$ cat src/rtl/sha512_msg_pad.sv
// SHA-512 message padder: packs big-endian 64-bit message words into a
// 16-word block buffer. It appends the 0x80 marker, the zero fill and the
// 128-bit message bit length, and presents each 1024-bit block downstream.
// The one buffer is either loading/padding or presenting, never both.
module sha512_msg_pad (
    input  logic        clk,
    input  logic        rst_n,
    input  logic        in_valid,
    output logic        in_ready,
    input  logic [63:0] in_data,
    input  logic        in_last,
    input  logic [3:0]  in_nbytes,
    output logic        blk_valid,
    input  logic        blk_ready,
    output logic [0:63] blk_w [0:15],
    output logic        blk_last
);

    typedef enum logic [1:0] {
        ST_LOAD,
        ST_PAD,
        ST_OUT
    } state_t;

    localparam logic [63:0] PAD_MARK = 64'h8000_0000_0000_0000;

    state_t      r_state;
    logic [63:0] r_buf [0:15];
    logic [3:0]  r_idx;
    logic [63:0] r_cnt;        // message length in bytes, wraps mod 2^64
    logic        r_pad_done;   // 0x80 marker already placed
    logic        r_from_pad;   // current non-final block is followed by padding
    logic        r_blk_last;

    logic        w_accept;
    logic [3:0]  w_nb;
    logic [63:0] w_last_word;

    assign w_accept  = in_valid && (r_state == ST_LOAD);
    assign w_nb      = (in_nbytes > 4'd8) ? 4'd8 : in_nbytes;
    assign in_ready  = (r_state == ST_LOAD);
    assign blk_valid = (r_state == ST_OUT);
    assign blk_last  = r_blk_last;

    // Final word: keep the first n bytes, put the marker in byte n, zero the rest
    always_comb begin
        w_last_word = '0;
        for (int b = 0; b < 8; b++) begin
            if (4'(b) < w_nb) begin
                w_last_word[63-8*b -: 8] = in_data[63-8*b -: 8];
            end else if (4'(b) == w_nb) begin
                w_last_word[63-8*b -: 8] = 8'h80;
            end
        end
    end

    // Present the buffer directly as the block output
    always_comb begin
        for (int i = 0; i < 16; i++) begin
            blk_w[i] = r_buf[i];
        end
    end

    // Load / pad / present control and buffer updates
    always_ff @(posedge clk or negedge rst_n) begin
        if (!rst_n) begin
            r_state    <= ST_LOAD;
            r_idx      <= '0;
            r_cnt      <= '0;
            r_pad_done <= 1'b0;
            r_from_pad <= 1'b0;
            r_blk_last <= 1'b0;
            // NOTE: the buffer is reset too, because blk_w exposes it directly
            // and must read as zero out of reset with no stale message data.
            for (int i = 0; i < 16; i++) begin
                r_buf[i] <= '0;
            end
        end else begin
            case (r_state)
                ST_LOAD: begin
                    if (w_accept) begin
                        if (!in_last) begin
                            r_buf[r_idx] <= in_data;
                            r_cnt        <= r_cnt + 64'd8;
                            if (r_idx == 4'd15) begin
                                r_idx      <= '0;
                                r_from_pad <= 1'b0;
                                r_blk_last <= 1'b0;
                                r_state    <= ST_OUT;
                            end else begin
                                r_idx <= r_idx + 4'd1;
                            end
                        end else begin
                            r_buf[r_idx] <= w_last_word;
                            r_cnt        <= r_cnt + 64'(w_nb);
                            r_pad_done   <= (w_nb < 4'd8);
                            r_idx        <= r_idx + 4'd1;
                            if (r_idx == 4'd15) begin
                                // Buffer full: ship it, the length goes in a following block
                                r_from_pad <= 1'b1;
                                r_blk_last <= 1'b0;
                                r_state    <= ST_OUT;
                            end else begin
                                r_state <= ST_PAD;
                            end
                        end
                    end
                end
                ST_PAD: begin
                    if ((r_idx == 4'd14) && r_pad_done) begin
                        r_buf[14]  <= {61'b0, r_cnt[63:61]};
                        r_buf[15]  <= {r_cnt[60:0], 3'b0};
                        r_blk_last <= 1'b1;
                        r_state    <= ST_OUT;
                    end else begin
                        r_buf[r_idx] <= r_pad_done ? 64'd0 : PAD_MARK;
                        r_pad_done   <= 1'b1;
                        r_idx        <= r_idx + 4'd1;
                        if (r_idx == 4'd15) begin
                            r_from_pad <= 1'b1;
                            r_blk_last <= 1'b0;
                            r_state    <= ST_OUT;
                        end
                    end
                end
                ST_OUT: begin
                    if (blk_ready) begin
                        r_blk_last <= 1'b0;
                        if (r_blk_last) begin
                            r_state    <= ST_LOAD;
                            r_cnt      <= '0;
                            r_idx      <= '0;
                            r_pad_done <= 1'b0;
                        end else if (r_from_pad) begin
                            r_state <= ST_PAD;
                        end else begin
                            r_state <= ST_LOAD;
                        end
                    end
                end
                default: r_state <= ST_LOAD;
            endcase
        end
    end

endmodule
$ cat config.mk
export PLATFORM = sky130hd
export DESIGN_NAME = sha512_msg_pad
export DESIGN_NICKNAME = d
export VERILOG_FILES = /design/src/rtl/sha512_msg_pad.sv
export SDC_FILE = /design/constraint.sdc
export NUM_CORES = 2
export LEC_CHECK = 0
export ABC_AREA = 1
export CORE_AREA = 3 3 429 431
export CTS_BUF_LIST = sky130_fd_sc_hd__clkbuf_2
export DETAILED_ROUTE_END_ITERATION = 6
export DIE_AREA = 0 0 432 434
export GPL_TIMING_DRIVEN = 0
export SYNTH_ARGS = -nofsm -noshare
export SYNTH_HDL_FRONTEND = slang
export SYNTH_SLANG_ARGS = --single-unit
export TNS_END_PERCENT = 100
$ cat constraint.sdc
create_clock -name clk -period 2.2 [get_ports clk]
set_clock_uncertainty 0.1 [all_clocks]
set_input_delay 0.66 -clock clk [delete_from_list [all_inputs] [get_ports clk]]
set_output_delay 0.66 -clock clk [all_outputs]
set_load 0.1 [all_outputs]
==> flow_summary_export.csv <==
group,metric,value,unit
worst_setup_path,crit_family,"buffers and inverters",
clock_tree,clock_latency,1.72,ns
logic_synthesis,netlist_instances,4588,
route,postRouteAntennaNets,0,
timing,hold_viol,556,
route,drcViolationCount,18,
cells_and_area,drive_gt1_share,31.95,%
clock_tree,tritoncts,"yes",
logic_synthesis,synth-edff-count,0,
route,post_drt_wl_per_cell,29.57,µm
timing,finalCritPeriodShare,152.5,%
cells_and_area,mostFrequentLayoutCells,"nand2_1 (1,286), dfrtp_1 (1,085), o21ai_0 (765)",
logic_synthesis,syn_avg_cell_area,9.448,µm²
floorplanning,fp.dieH,434,µm
min_path,min-delay-path-class,"in -> async",
clock_tree,cts_root_buf,"clkbuf_2",
cells_and_area,fin_area,62530,µm²
clock_tree,clock-sinks,1097,
placement,hpwl,195.9,mm
worst_setup_path,worstSetupEndpointType,"output port",
worst_setup_path,crit_slowest_cell,"buf_2",
clock_tree,h-tree-depth,5,
placement,place_area,57700,µm²
timing,timing.setup.tns,-1580.48,ns
global_route,grt_first_pass_wirelength,346.0,mm
worst_setup_path,cpPeakStageDelay,0.50,ns
timing,setup_violations,2118,
timing,period_minus_slack,3.356,ns
cells_and_area,syn_to_final_growth,44.24,%
logic_synthesis,syn_nets,4675,
clock_tree,clkTransAtPathRegs,0.10,ns
worst_setup_path,cp_cell_sequence,"buf_2",
logic_synthesis,synth_area_leaders,"dfrtp_1 (63%), nand2_1 (11%), o21ai_0 (9.1%)",
logic_synthesis,seq_area_frac_synth,63.33,%
floorplanning,start_util,24.01,%
global_route,grt_usage,26.70,%
floorplanning,coreArea,180500,µm²
worst_setup_path,critPathKind,"reg -> out",
logic_synthesis,yosysWarningCount,0,
timing,slew_headroom,8.134,%
route,dr_total_vias,43640,
timing,whs,-1.188,ns
run,cap_violations,0,
global_route,grt_max_degree,187,
floorplanning,die_w,432,µm
logic_synthesis,yosysUniqueCellTypes,49,
floorplanning,row_count,156,
route,dr.first_iter.drc_count,4206,
worst_setup_path,startpoint_type,"flop",
clock_tree,cts_made_buffers,320,
placement,portBuffers,1098,
status,violations,"DRC, hold timing, setup timing",
worst_setup_path,path_max_fanout,2,
cells_and_area,nets,6374,
worst_setup_path,cp.arrival,2.60,ns
global_route,grt_pass1_vias,42420,
placement,gp_congestion,0.9490,
route,routed_via_density,4.913,
timing,setup_slack,-1.156,ns
global_route,grt_overflow,0,
timing,fmax,298.0,MHz
logic_synthesis,synth.top_cell.area_share,63.33,%
timing,drv_slew,0,
route,first_pass_iters,7,
floorplanning,num_io_pins,1100,
logic_synthesis,synth_flop_cell,"dfrtp_1",
worst_setup_path,crit_buf_inv,1,
floorplanning,dieArea,187500,µm²
clock_tree,clock_path_buffers,4,
route,wirelength,262.7,mm
logic_synthesis,synth_area,43350,µm²
timing,rsz0062_at_grt,"true",
logic_synthesis,ys_ff_latch,1097,
status,status,"finished, violations left",
logic_synthesis,synthArstFlopShare,100.0,%
global_route,antenna_found_initial,33,
timing,worst_slew_pin_slew,1.378,ns
logic_synthesis,synth_area_leader_cell,"dfrtp_1",
cells_and_area,final_common_cell,"nand2_1",
worst_setup_path,cp.required,1.44,ns
-- cells by family (layout without fill, tap and decap cells) --
logic type	after synthesis	after routing	synth area share, %
compound gates	1160	1160	14.73
simple gates	1799	1800	16.52
other cells	0	15	0
flops	1097	1097	63.33
xor+xnor	2	2	0.04042
buf+inv	516	2425	4.964
fa+ha+maj	14	14	0.4214
-- sequential cells by signal (all words and copies together), names as in the netlist --
| name | count |
|---|---|
| r_from_pad | 1 |
| r_pad_done | 1 |
| r_cnt | 64 |
| r_state | 2 |
| blk_w | 1024 |
| r_idx | 4 |
| blk_last | 1 |
-- cells in the mapped netlist, drive strengths merged, types with 3 or more instances --
cell	instances
ha	13
a31oi	7
nand4	26
o22ai	20
nor3b	6
nor3	30
a21oi	112
or2	5
clkbuf	161
buf	148
nand3b	3
a22oi	5
o211ai	3
o21a	143
dfrtp	1097
nand3	128
inv	207
nor2	267
nand2	1329
o21ai	816
o31ai	42
o221ai	5
-- through the flow --
| stage | std cells | utilization [%] | worst slack, ns |
|---|---|---|---|
| 4_1_cts | 8726 | 33.44 | -1.584 |
| 2_1_floorplan | 4588 | - | -0.1993 |
| 6_report | 8883 | 34.63 | -1.156 |
| 5_1_grt | 8875 | 34.62 | -1.401 |
| 3_5_place_dp | 8063 | 31.96 | -2.573 |
| 3_3_place_gp | 8056 | 31.85 | -54.86 |
-- layout make-up --
cell class | instances | area (µm²)
Fill cell | 18980 | 118000
Sequential cell | 1097 | 27470
Multi-Input combinational cell | 2976 | 14620
Timing Repair Buffer | 1378 | 11230
Tap cell | 2370 | 2965
Buffer | 307 | 2636
Clock buffer | 468 | 2342
Inverter | 207 | 835.8
Clock inverter | 65 | 397.9
Antenna cell | 15 | 37.54
-- path summary, 6_finish.rpt --
path,from,endpoint,slack (ns),depth (start not counted)
min in group clk,in_valid,r_cnt[6],-0.19,7
max in group asynchronous,rst_n,blk_w[513],0.04,4
setup / recovery,blk_w[454],blk_w[454],-1.16,1
hold / removal,rst_n,blk_w[1002],-1.19,1
setup reg to reg,r_idx[1],blk_w[36],-1.11,6
hold reg to reg,blk_w[458],blk_w[458],0.39,2
-- metal layers --
layer	global-route usage (%)	share of wire [%]	vias up
met5	0	0.010	-
met4	14.64	6.0	4
met3	7.606	8.5	631
met2	45.25	49	2507
met1	30.30	36	21810
li1	-	-	18680
-- what timing repair did --
| item | CTS | global route |
|---|---|---|
| cloned | 0 | 13 |
| hold endpoints to repair | 1244 | 614 |
| pin swaps | 0 | 20 |
| buffers inserted | 9 | 127 |
| endpoints found under the setup margin | 2121 | 2160 |
| hold buffers | 121 | 3 |
| resized for setup | 4536 | 2088 |
Power is not shown: default switching activity piles up to over one toggle a cycle in this logic, so the estimate is an artifact.
